**config.mk**
```make
export PLATFORM = sky130hd
export DESIGN_NAME = odo_beat_period_meas
export DESIGN_NICKNAME = d
export VERILOG_FILES = /design/src/rtl/odo_pkg.sv /design/src/rtl/odo_sync_edge.sv /design/src/rtl/odo_beat_period_meas.sv
export SDC_FILE = /design/constraint.sdc
export NUM_CORES = 1
export LEC_CHECK = 0
export BUFFER_PORTS_ARGS = -buffer_cell sky130_fd_sc_hd__buf_2
export CAP_MARGIN = 25
export CORE_MARGIN = 2
export CORE_UTILIZATION = 40
export CTS_CLUSTER_DIAMETER = 200
export CTS_CLUSTER_SIZE = 8
export DETAILED_ROUTE_END_ITERATION = 10
export GPL_ROUTABILITY_DRIVEN = 0
export PLACE_DENSITY = 0.7
export SLEW_MARGIN = 5
export SYNTH_ARGS = -nofsm -noshare
export SYNTH_HDL_FRONTEND = slang
export SYNTH_HIERARCHICAL = 1
export SYNTH_SLANG_ARGS = --single-unit
```
**constraint.sdc**
```tcl
create_clock -name CLK -period 2.43 [get_ports CLK]
set_input_delay 0.486 -clock CLK [delete_from_list [all_inputs] [get_ports CLK]]
set_output_delay 0.486 -clock CLK [all_outputs]
set_load 0.05 [all_outputs]
```
**src/rtl/odo_pkg.sv**
```systemverilog
// Shared definitions for the odometer beat-period measurement block:
// FSM state encoding, default widths and ROSC pair indices.
package odo_pkg;

  // Measurement controller states
  typedef enum logic [2:0] {
    IDLE   = 3'd0,
    WARMUP = 3'd1,
    ARM    = 3'd2,
    COUNT  = 3'd3,
    DONE   = 3'd4
  } odo_meas_state_t;

  // Default widths and timing
  localparam int ODO_CNT_W      = 24;
  localparam int ODO_NB_W       = 8;
  localparam int ODO_SEL_W      = 2;
  localparam int ODO_WARMUP_CYC = 256;

  // Stacked REF/STRESS oscillator pairs behind ROSC_EN
  localparam int ODO_NUM_PAIRS  = 4;
  localparam int ODO_ROSC_PAIR0 = 0;
  localparam int ODO_ROSC_PAIR1 = 1;
  localparam int ODO_ROSC_PAIR2 = 2;
  localparam int ODO_ROSC_PAIR3 = 3;

endpackage

```
**src/rtl/odo_sync_edge.sv**
```systemverilog
// Two-flop synchroniser for the asynchronous beat signal followed by an
// edge-detect flop; rise is a one-cycle pulse per synchronised rising edge.
module odo_sync_edge (
  input  logic clk,
  input  logic rst,
  input  logic d,
  output logic rise
);

  logic s1_q, s2_q, s3_q;
  logic s1_d, s2_d, s3_d;

  // Next values of the shift chain: s1/s2 synchronise, s3 delays for edge detect
  always_comb begin
    s1_d = d;
    s2_d = s1_q;
    s3_d = s2_q;
  end

  // Synchroniser and edge flops, cleared by the asynchronous reset
  always_ff @(posedge clk or posedge rst) begin
    if (rst) begin
      s1_q <= 1'b0;
      s2_q <= 1'b0;
      s3_q <= 1'b0;
    end else begin
      s1_q <= s1_d;
      s2_q <= s2_d;
      s3_q <= s3_d;
    end
  end

  assign rise = s2_q & ~s3_q;

endmodule

```
**src/rtl/odo_beat_period_meas.sv**
```systemverilog
// Beat-period measurement controller for the stacked odometer ring
// oscillators. Enables one REF/STRESS pair, lets it settle, then counts the
// CLK cycles spanning NUM_BEATS rising-to-rising beat periods and hands the
// total to the consumer with a valid/ack handshake.
module odo_beat_period_meas
  import odo_pkg::*;
#(
  parameter int CNT_W      = ODO_CNT_W,
  parameter int WARMUP_CYC = ODO_WARMUP_CYC,
  parameter int NB_W       = ODO_NB_W,
  parameter int SEL_W      = ODO_SEL_W
) (
  input  logic             CLK,
  input  logic             RESET,
  input  logic             START,
  input  logic             ABORT,
  input  logic [SEL_W-1:0] ROSC_SEL,
  input  logic [NB_W-1:0]  NUM_BEATS,
  input  logic             BEAT_IN,
  input  logic             RESULT_ACK,
  output logic [3:0]       ROSC_EN,
  output logic             BUSY,
  output logic [CNT_W-1:0] RESULT,
  output logic             RESULT_VALID,
  output logic             OVERFLOW
);

  // Warm-up counter sized to hold WARMUP_CYC-1
  localparam int WAIT_W = (WARMUP_CYC > 1) ? $clog2(WARMUP_CYC) : 1;
  localparam logic [WAIT_W-1:0] WAIT_LOAD = WAIT_W'(WARMUP_CYC - 1);

  odo_meas_state_t   state_q, state_d;
  logic [WAIT_W-1:0] wait_q, wait_d;
  logic [SEL_W-1:0]  sel_q, sel_d;
  logic [NB_W-1:0]   nb_q, nb_d;
  logic [NB_W-1:0]   beats_left_q, beats_left_d;
  logic [CNT_W-1:0]  cnt_q, cnt_d;
  logic [CNT_W-1:0]  result_q, result_d;
  logic              ovf_q, ovf_d;

  logic              beat_rise;
  logic              cnt_sat;
  logic [CNT_W-1:0]  cnt_inc;
  logic              rosc_on;

  odo_sync_edge u_beat_sync (
    .clk  (CLK),
    .rst  (RESET),
    .d    (BEAT_IN),
    .rise (beat_rise)
  );

  // Saturating increment; also forms the final result (cnt+1) so that an
  // all-ones counter reports all-ones rather than wrapping to zero.
  assign cnt_sat = &cnt_q;
  assign cnt_inc = cnt_sat ? cnt_q : (cnt_q + CNT_W'(1));

  // Next-state and datapath updates; ABORT overrides everything else
  always_comb begin
    state_d      = state_q;
    wait_d       = wait_q;
    sel_d        = sel_q;
    nb_d         = nb_q;
    beats_left_d = beats_left_q;
    cnt_d        = cnt_q;
    result_d     = result_q;
    ovf_d        = ovf_q;

    if (ABORT) begin
      // Also covers START+ABORT in IDLE: nothing is captured, stay put.
      // RESULT/OVERFLOW keep their previous values.
      state_d = IDLE;
    end else begin
      case (state_q)
        IDLE: begin
          if (START) begin
            state_d = WARMUP;
            wait_d  = WAIT_LOAD;
            sel_d   = ROSC_SEL;
            // A request for zero beats is measured as a single beat
            nb_d    = (NUM_BEATS == '0) ? NB_W'(1) : NUM_BEATS;
          end
        end

        WARMUP: begin
          // Oscillators settle; beat edges seen here are meaningless
          if (wait_q == '0) begin
            state_d = ARM;
          end else begin
            wait_d = wait_q - WAIT_W'(1);
          end
        end

        ARM: begin
          // First rising beat edge opens the measurement window
          if (beat_rise) begin
            cnt_d        = '0;
            beats_left_d = nb_q;
            state_d      = COUNT;
          end
        end

        COUNT: begin
          cnt_d = cnt_inc;
          if (beat_rise) begin
            if (beats_left_q == NB_W'(1)) begin
              // cnt_q holds cycles since the opening edge minus one
              result_d = cnt_inc;
              ovf_d    = cnt_sat;
              state_d  = DONE;
            end else begin
              beats_left_d = beats_left_q - NB_W'(1);
            end
          end
        end

        DONE: begin
          if (RESULT_ACK) begin
            state_d = IDLE;
          end
        end

        default: begin
          state_d = IDLE;
        end
      endcase
    end
  end

  // State and datapath registers with asynchronous clear
  always_ff @(posedge CLK or posedge RESET) begin
    if (RESET) begin
      state_q      <= IDLE;
      wait_q       <= '0;
      sel_q        <= '0;
      nb_q         <= '0;
      beats_left_q <= '0;
      cnt_q        <= '0;
      result_q     <= '0;
      ovf_q        <= 1'b0;
    end else begin
      state_q      <= state_d;
      wait_q       <= wait_d;
      sel_q        <= sel_d;
      nb_q         <= nb_d;
      beats_left_q <= beats_left_d;
      cnt_q        <= cnt_d;
      result_q     <= result_d;
      ovf_q        <= ovf_d;
    end
  end

  // Oscillators run from WARMUP through COUNT; the decode works straight off
  // the state register so an asynchronous reset drops ROSC_EN immediately.
  assign rosc_on = (state_q == WARMUP) || (state_q == ARM) || (state_q == COUNT);

  generate
    for (genvar gi = 0; gi < ODO_NUM_PAIRS; gi++) begin : g_rosc_en
      assign ROSC_EN[gi] = rosc_on && (int'(sel_q) == gi);
    end
  endgenerate

  assign BUSY         = (state_q != IDLE);
  assign RESULT_VALID = (state_q == DONE);
  assign RESULT       = result_q;
  assign OVERFLOW     = ovf_q;

endmodule
```
==> impl_metrics.toml, run 1 <==
[outcome]
status = "finished clean"

[global_routing]
grt_pass1_vias = 3542
grt_usage = 0.176
grt_max_degree = 60
grt_pass1_wl_um = 16700
antenna_found_initial = 0
grt-ovfl-total = 0

[clock_network]
root_buffer = "clkbuf_8"
clock_tree.buffer_depth = 2
cts.sinks = 81
clk_pin_slew_worst_paths_ns = 0.10
cts_tree = "yes"
htree_levels = 3
cts_buffers = 9
clock_latency_ns = 0.36
cts_setup_buffers = 0

[routing]
vias_per_cell = 5.71
vias = 3767
drc = 0
ant_nets = 0
dr.pass1.iters = 4
routedWlPerCell_um = 15.1
wirelength_um = 9940
drtIter0Drc = 258

[worst_setup_path]
critPathRequiredTime_ns = 1.94
cp_cell_sequence = "buf_4, nor2_1, nor2_1, and3_1, buf_2"
slowest_delay_ns = 0.43
worst-path-stages = 5
cpMaxStageDelayCell = "dfrtp_1"
ff2ff_setup_slack_ns = 0.15
crit_family = "simple AND/OR/NAND/NOR gates"
cp_data_arrival_time_ns = 1.82
crit_fanout = 12
critPathCaptureType = "output port"
reg2reg_to = "RESULT[23]$_DFFE_PP0P_"
rr_startpoint = "cnt_q[0]$_DFFE_PP0P_"
r2r_cells = 6
worst_setup_path_start_kind = "flip-flop"
cp.buffers_inverters = 2
crit_top_cell = "nor2_1"
worstSetupPathType = "reg2out"

[synth]
synth-simple-area-share = 0.213
synth_fa_ha_area_frac = 0.0143
ys.flop_type = "dfrtp_1"
yosysSeqAreaShare = 0.463
synth_compound_area_frac = 0.206
synth.avg_cell_area_um2 = 9.31
muxShareOfSynthArea = 0.0232
yosysWarnings = 6
synth_edf_count = 0
synth_cells = 470
netlist_top_cells_area = "dfrtp_1, o21ai_0, nand2_1"
postSynth.asyncResetShare = 1.00
ys_ff_latch = 81
synth_top_cell_by_area = "dfrtp_1"
syn_nets = 491
synth_top_area_share = 0.463
synthDistinctLibCells = 59
synth_top_family_by_area = "simple AND/OR/NAND/NOR gates"
synth_commonest_cells = "dfrtp_1, nand2_1, o21ai_0"
syn-cell-area_um2 = 4380
yosys.area_share.xor_xnor = 0.0400
yosysMostFrequentCell = "dfrtp_1"

[finish]
syn2layout_area_growth_pct = 14.2
fill_cells = 1044
fin_util = 0.465
nNetsFinal = 536
layout-drive-gt1-share = 0.194
antennaDiodeCount = 0
seqCellArea_um2 = 2030
multi_input_area_um2 = 2180

[placed_design]
port_buffers = 46
place_ws_ns = 0.170
dp_hpwl_um = 7030

[timing]
rsz0062_at_grt = "false"
max_freq_mhz = 433
relSlewSlack = 0.510
tightest_slew_ns = 0.734
worst_slack_ns = 0.121
finalHoldViolations = 0
min_period_over_period = 0.950
finalSetupViolations = 0
tns_ns = 0
whs_ns = 0.237
finClkSkew_ns = 0.0189
maxSlewViolCount = 0
period_needed_ns = 2.31

[flow_run]
max-cap-violations = 0

[power_and_ir_drop]
combPwrFrac = 0.101
pwr-share-seq = 0.536
power.share.clock = 0.362
ir_worst_vdd_mv = 0.252
p_int_uw = 2040
p_per_area_nw_per_um2 = 557
swShare = 0.267
leakage_uw = 0.00216
power_switching_uw = 743
power_uw = 2780

[floorplanning]
dieArea_um2 = 11800
pin_count = 47
die_h_um = 109
die_w_um = 109
num_rows = 38
start_util = 0.407
core_um2 = 10700

[hold_path]
hold_depth = 1
hold_class = "in2reg"
hold_path.startpoint = "BEAT_IN"
whs_endpoint = "u_beat_sync/s1_q$_DFF_PP0_"
[final cells by class]
type / count / area share
clock buffer: 11 / 0.0283
clock inverter: 5 / 0.0110
inverter: 13 / 0.0105
multi-input combinational: 348 / 0.437
sequential: 81 / 0.406
tap: 140 / 0.0350
timing repair buffer: 62 / 0.0731
[registers in the layout (all words and copies together), names as in the netlist]
signal            count
u_beat_sync/s1_q      1
u_beat_sync/s2_q      1
wait_q                8
sel_q                 2
beats_left_q          8
cnt_q                24
nb_q                  8
state_q               3
OVERFLOW              1
RESULT               24
u_beat_sync/s3_q      1
[power groups by stage]
stage	Clock, uW	Sequential [uW]	Combinational (uW)
floorplan	0	1500	216
global placement	0	1510	276
detailed placement	0	1520	285
CTS	1030	1490	287
global route	1080	1510	320
finish	1010	1490	283
[cells in the final DEF (no fill, tap or decap), types with 4 or more instances in the layout]
cell type / instances
a31oi_1: 23
buf_2: 46
or3_1: 4
o31ai_1: 4
nor4_1: 7
nor3_1: 10
buf_4: 14
mux2_2: 9
nor2_1: 27
inv_1: 12
nand2_1: 52
o21ai_0: 47
and3_1: 10
dfrtp_1: 81
or4_1: 9
a21oi_1: 25
nand4_1: 9
xor2_1: 4
ha_1: 5
xnor2_1: 16
a22o_1: 4
o211ai_1: 9
nand3_1: 15
clkbuf_8: 10
and2_1: 4
[worst max-delay path by stage]
stage                              to  slack [ns]                   start
3_3_place_gp   RESULT[23]$_DFFE_PP0P_        0.24    cnt_q[0]$_DFFE_PP0P_
5_1_grt                    ROSC_EN[3]       0.005  state_q[0]$_DFFE_PP0P_
4_1_cts                    ROSC_EN[3]        0.12  state_q[0]$_DFFE_PP0P_
2_1_floorplan              ROSC_EN[0]        0.41  state_q[2]$_DFFE_PP0P_
3_5_place_dp   RESULT[23]$_DFFE_PP0P_        0.17    cnt_q[0]$_DFFE_PP0P_
6_report                   ROSC_EN[3]        0.12  state_q[0]$_DFFE_PP0P_
[logic make-up (layout without fill, tap and decap cells)]
kind of cell | count (synthesis) | count (layout)
AND/OR/NAND/NOR | 172 | 172
AO/OA/AOI/OAI | 142 | 142
flip-flops | 81 | 81
buffers and inverters | 41 | 91
XOR/XNOR | 20 | 20
multiplexers | 9 | 9
adder cells (fa/ha/maj) | 5 | 5
[metrics by stage]
step,std cells,cell area (um2)
detailed placement,643,4790
finish,660,5000
global placement,643,4790
CTS,660,5000
global route,660,5000
floorplan,470,4390
[metal layers]
metal	vias to the layer above	track usage	routed length [um]	part of all wire
met2	95	0.303	4870	0.49
li1	1827	-	-	-
met1	1828	0.219	4410	0.44
met4	0	0.0495	142	0.014
met5	-	0	0	0
met3	17	0.0452	517	0.052
[repair_timing]
| action | 4_1_cts | 5_1_grt |
|---|---|---|
| endpoints found under the setup margin | 0 | 3 |
| endpoints found under the hold margin | 1 | 0 |
| hold buffers | 1 | 0 |
| gates resized for setup | 0 | 1 |
Power figures use the tool's default switching activity.
==> run 2, diff against run 1 <==
- clock period: 2.43 -> 2.1 ns (I/O delays scaled with it)
==> impl_metrics.toml, run 2 (same netlist as run 1, synthesis figures left out) <==
[outcome]
status = "finished clean"

[clock_network]
clk_pin_slew_worst_paths_ns = 0.09
root_buffer = "clkbuf_8"
clock_latency_ns = 0.37
cts.sinks = 81
cts_tree = "yes"
htree_levels = 3
cts_buffers = 9
clock_tree.buffer_depth = 2

[finish]
syn2layout_area_growth_pct = 20.3
layout-drive-gt1-share = 0.243
antennaDiodeCount = 0
final_common_cell = "dfrtp_1"
mostFrequentLayoutCells = "dfrtp_1, nand2_1, o21ai_0, buf_2, buf_4"
fill_cells = 1030
fin_util = 0.490
stdcell_count = 683
nNetsFinal = 559

[worst_setup_path]
worstSetupPathType = "reg2out"
critPathCaptureType = "output port"
cp_data_arrival_time_ns = 1.59
crit_fanout = 9
worst_setup_path_start_kind = "flip-flop"
critPathRequiredTime_ns = 1.68

[timing]
finClkSkew_ns = 0.0153
tightest_slew_ns = 0.523
finalHoldViolations = 0
whs_ns = 0.156
min_period_over_period = 0.957
relSlewSlack = 0.651
maxSlewViolCount = 0
tns_ns = 0
max_freq_mhz = 498
finalSetupViolations = 0
period_needed_ns = 2.01

[routing]
routedWlPerCell_um = 15.4
ant_nets = 0
drc = 0
drtIter0Drc = 218
dr.pass1.iters = 5
vias = 3891
vias_per_cell = 5.70
wirelength_um = 10500

[placed_design]
post-place-cells = 665
port_buffers = 46
dp_hpwl_um = 7630

[global_routing]
antenna_found_initial = 0
grt-ovfl-total = 0
grt_pass1_wl_um = 17600
grt_pass1_vias = 3700
grt_max_degree = 32
grt_usage = 0.189

[floorplanning]
die_h_um = 109
pin_count = 47
num_rows = 38
die_w_um = 109
dieArea_um2 = 11800
start_util = 0.407
core_um2 = 10700

[flow_run]
max-cap-violations = 0

[power_and_ir_drop]
leakage_uw = 0.00230
ir_worst_vdd_mv = 0.532
p_per_area_nw_per_um2 = 658

[hold_path]
hold_class = "in2reg"
## run 2: cell types whose count changed in the layout (fill, tap and decap cells not counted), sizes merged
| cell | delta |
|---|---|
| buf | +21 |
| bufinv | +2 |
| clkinvlp | -1 |
| inv | +1 |
## run 2: final cells by class
type / instances / area [um2] / share of cell area
inverters: 13 / 52.6 / 0.00999
well taps: 140 / 175 / 0.0333
clock buffers: 9 / 124 / 0.0235
flip-flops and latches: 81 / 2030 / 0.386
repair buffers: 85 / 546 / 0.104
clock inverters: 7 / 116 / 0.0221
multi-input cells: 348 / 2220 / 0.422
## run 2: power breakdown
part / switching, uW / leakage, uW / total, uW / internal, uW
Sequential: 82.9 / 0.00105 / 1730 / 1640
Combinational: 196 / 0.00113 / 353 / 158
Clock: 594 / 0.000120 / 1380 / 790
## run 2: repair_timing
item,in CTS,in global routing
resized for setup,0,16
endpoints found under the setup margin,0,31
endpoints found under the hold margin,3,0
buffers inserted,0,1
hold buffers,1,0
## run 2: path summary, 6_finish.rpt
path,startpoint,to,slack (ns),depth (start not counted)
max,state_q[2]$_DFFE_PP0P_,BUSY,0.09,3
min,BEAT_IN,u_beat_sync/s1_q$_DFF_PP0_,0.16,1
max reg2reg,cnt_q[20]$_DFFE_PP0P_,RESULT[21]$_DFFE_PP0P_,0.11,6
min reg2reg,u_beat_sync/s1_q$_DFF_PP0_,u_beat_sync/s2_q$_DFF_PP0_,0.36,0
max in group asynchronous,RESET,RESULT[21]$_DFFE_PP0P_,0.94,4
min in group asynchronous,RESET,u_beat_sync/s3_q$_DFF_PP0_,0.48,3
## run 2: per-stage QoR
stage                     area [um2]  total power (uW)  worst slack, ns
after floorplan                 4390              1980           0.0989
after global placement          4950              2090            0.151
after detailed placement        4950              2110           0.0613
after CTS                       5200              3500           0.0347
after global routing            5260              3630         -0.00932
final                           5260              3460           0.0903
## run 2: routing by layer
layer	vias up	track usage	routed length (um)	part of all wire
li1	1872	-	-	-
met1	1902	0.237	4660	0.44
met2	102	0.315	5200	0.49
met3	15	0.0524	516	0.049
met4	0	0.0650	136	0.013
met5	-	0	0	0
## run 2: critical path, stage by stage, from the launching register on
cell	delay (ns)
dfrtp_2	0.47
buf_4	0.17
or3_1	0.36
buf_2	0.22
==> run 3, diff against run 2 <==
==> constraint.sdc (replaced) <==
create_clock -name CLK -period 2.1 [get_ports CLK]
set_input_delay 0.525 -clock CLK [delete_from_list [all_inputs] [get_ports CLK]]
set_output_delay 0.525 -clock CLK [all_outputs]
set_load 0.05 [all_outputs]
==> impl_metrics.toml, run 3 (same netlist as run 1, synthesis figures left out) <==
[timing]
finalHoldViolations = 0
maxSlewViolCount = 0
max_freq_mhz = 490
period_needed_ns = 2.04
finalSetupViolations = 0
rsz0062_at_grt = "true"
tightest_slew_ns = 0.582
tns_ns = 0
relSlewSlack = 0.611
finClkSkew_ns = 0.0157
min_period_over_period = 0.972
worst_slack_ns = 0.0579

[clock_network]
htree_levels = 3
clock_latency_ns = 0.37
clk_pin_slew_worst_paths_ns = 0.08
cts_buffers = 9
cts_tree = "yes"
cts.sinks = 81
clock_tree.buffer_depth = 2
root_buffer = "clkbuf_8"
hold_buffers = 0

[worst_setup_path]
critPathCaptureType = "output port"
cp_data_arrival_time_ns = 1.52
crit_fanout = 10
cp_cell_sequence = "buf_4, or3_1, buf_4"
critPathRequiredTime_ns = 1.57
worst_setup_path_start_kind = "flip-flop"
crit_top_cell = "buf_4"
worstSetupPathType = "reg2out"
slowest_delay_ns = 0.41
cpMaxStageDelayCell = "dfrtp_1"
r2r_cells = 8

[outcome]
status = "finished clean"

[global_routing]
grt_pass1_wl_um = 17800
grt_max_degree = 29
grt_pass1_vias = 3797
grt_usage = 0.192
grt-ovfl-total = 0
antenna_found_initial = 0

[routing]
drc = 0
vias_per_cell = 5.74
drtIter0Drc = 236
wirelength_um = 10800
dr.pass1.iters = 4
vias = 3945
routedWlPerCell_um = 15.7
ant_nets = 0

[finish]
syn2layout_area_growth_pct = 20.8
nNetsFinal = 563
antennaDiodeCount = 0
stdcell_count = 687
final_common_cell = "dfrtp_1"
mostFrequentLayoutCells = "dfrtp_1, nand2_1, o21ai_0, buf_4, buf_2"
fin_util = 0.492
layout-drive-gt1-share = 0.260

[floorplanning]
start_util = 0.407
dieArea_um2 = 11800
die_w_um = 109
core_um2 = 10700
pin_count = 47
die_h_um = 109
num_rows = 38

[power_and_ir_drop]
leakage_uw = 0.00234
power_uw = 3290
p_per_area_nw_per_um2 = 623
ir_worst_vdd_mv = 0.358

[placed_design]
place_ws_ns = 0.0510
dp_hpwl_um = 7680
port_buffers = 46
post-place-cells = 669

[hold_path]
hold_class = "in2async"

[flow_run]
max-cap-violations = 0
==> run 3: cell count changes in the layout (fill, tap and decap cells not counted), sizes merged <==
cell	before	now
dlygate4sd3	1	0
buf	82	87
inv	13	12
bufinv	3	1
clkbuf	11	14
==> run 3: worst paths after layout <==
| path | startpoint | to | slack [ns] |
|---|---|---|---|
| setup reg to reg | cnt_q[1]$_DFFE_PP0P_ | RESULT[19]$_DFFE_PP0P_ | 0.08 |
| setup / recovery | state_q[2]$_DFFE_PP0P_ | BUSY | 0.06 |
| hold / removal | RESET | u_beat_sync/s1_q$_DFF_PP0_ | 0.03 |
| hold reg to reg | u_beat_sync/s1_q$_DFF_PP0_ | u_beat_sync/s2_q$_DFF_PP0_ | 0.36 |
| min in group CLK | BEAT_IN | u_beat_sync/s1_q$_DFF_PP0_ | 0.26 |
| max in group asynchronous | RESET | cnt_q[3]$_DFFE_PP0P_ | 1.23 |
==> run 3: metrics by stage <==
step           hold WS [ns]  area (um2)
2_1_floorplan         0.279        4390
3_3_place_gp          0.338        4980
3_5_place_dp          0.340        4980
4_1_cts              0.0223        5190
5_1_grt              0.0275        5290
6_report             0.0338        5290
==> run 3: worst max-delay path: cells and delay by family (launching register included) <==
kind / cells / cell delay (ns)
buf+inv: 2 / 0.38
flops: 1 / 0.41
simple gates: 1 / 0.37
==> run 3: routing by layer <==
| layer | vias up | share of wire | GRT usage |
|---|---|---|---|
| met5 | - | 0 | 0 |
| met4 | 0 | 0.026 | 0.0760 |
| met3 | 24 | 0.050 | 0.0500 |
| met2 | 122 | 0.50 | 0.320 |
| met1 | 1920 | 0.43 | 0.237 |
| li1 | 1879 | - | - |
==> run 3: report_power, final <==
part	total, uW	internal, uW	switching, uW
clock	1200	615	583
sequential	1730	1640	82.8
combinational	366	163	203
==> run 3: what timing repair did <==
item,CTS,global route
setup buffers,0,2
setup endpoints to repair,3,34
pin swaps,0,5
resized for setup,1,24
==> run 3: final cells by class <==
class	count	area [um2]
Fill cell	1028	5460
Multi-Input combinational cell	348	2250
Sequential cell	81	2030
Timing Repair Buffer	89	576
Tap cell	140	175
Clock buffer	12	155
Inverter	13	52.6
Clock inverter	4	51.3
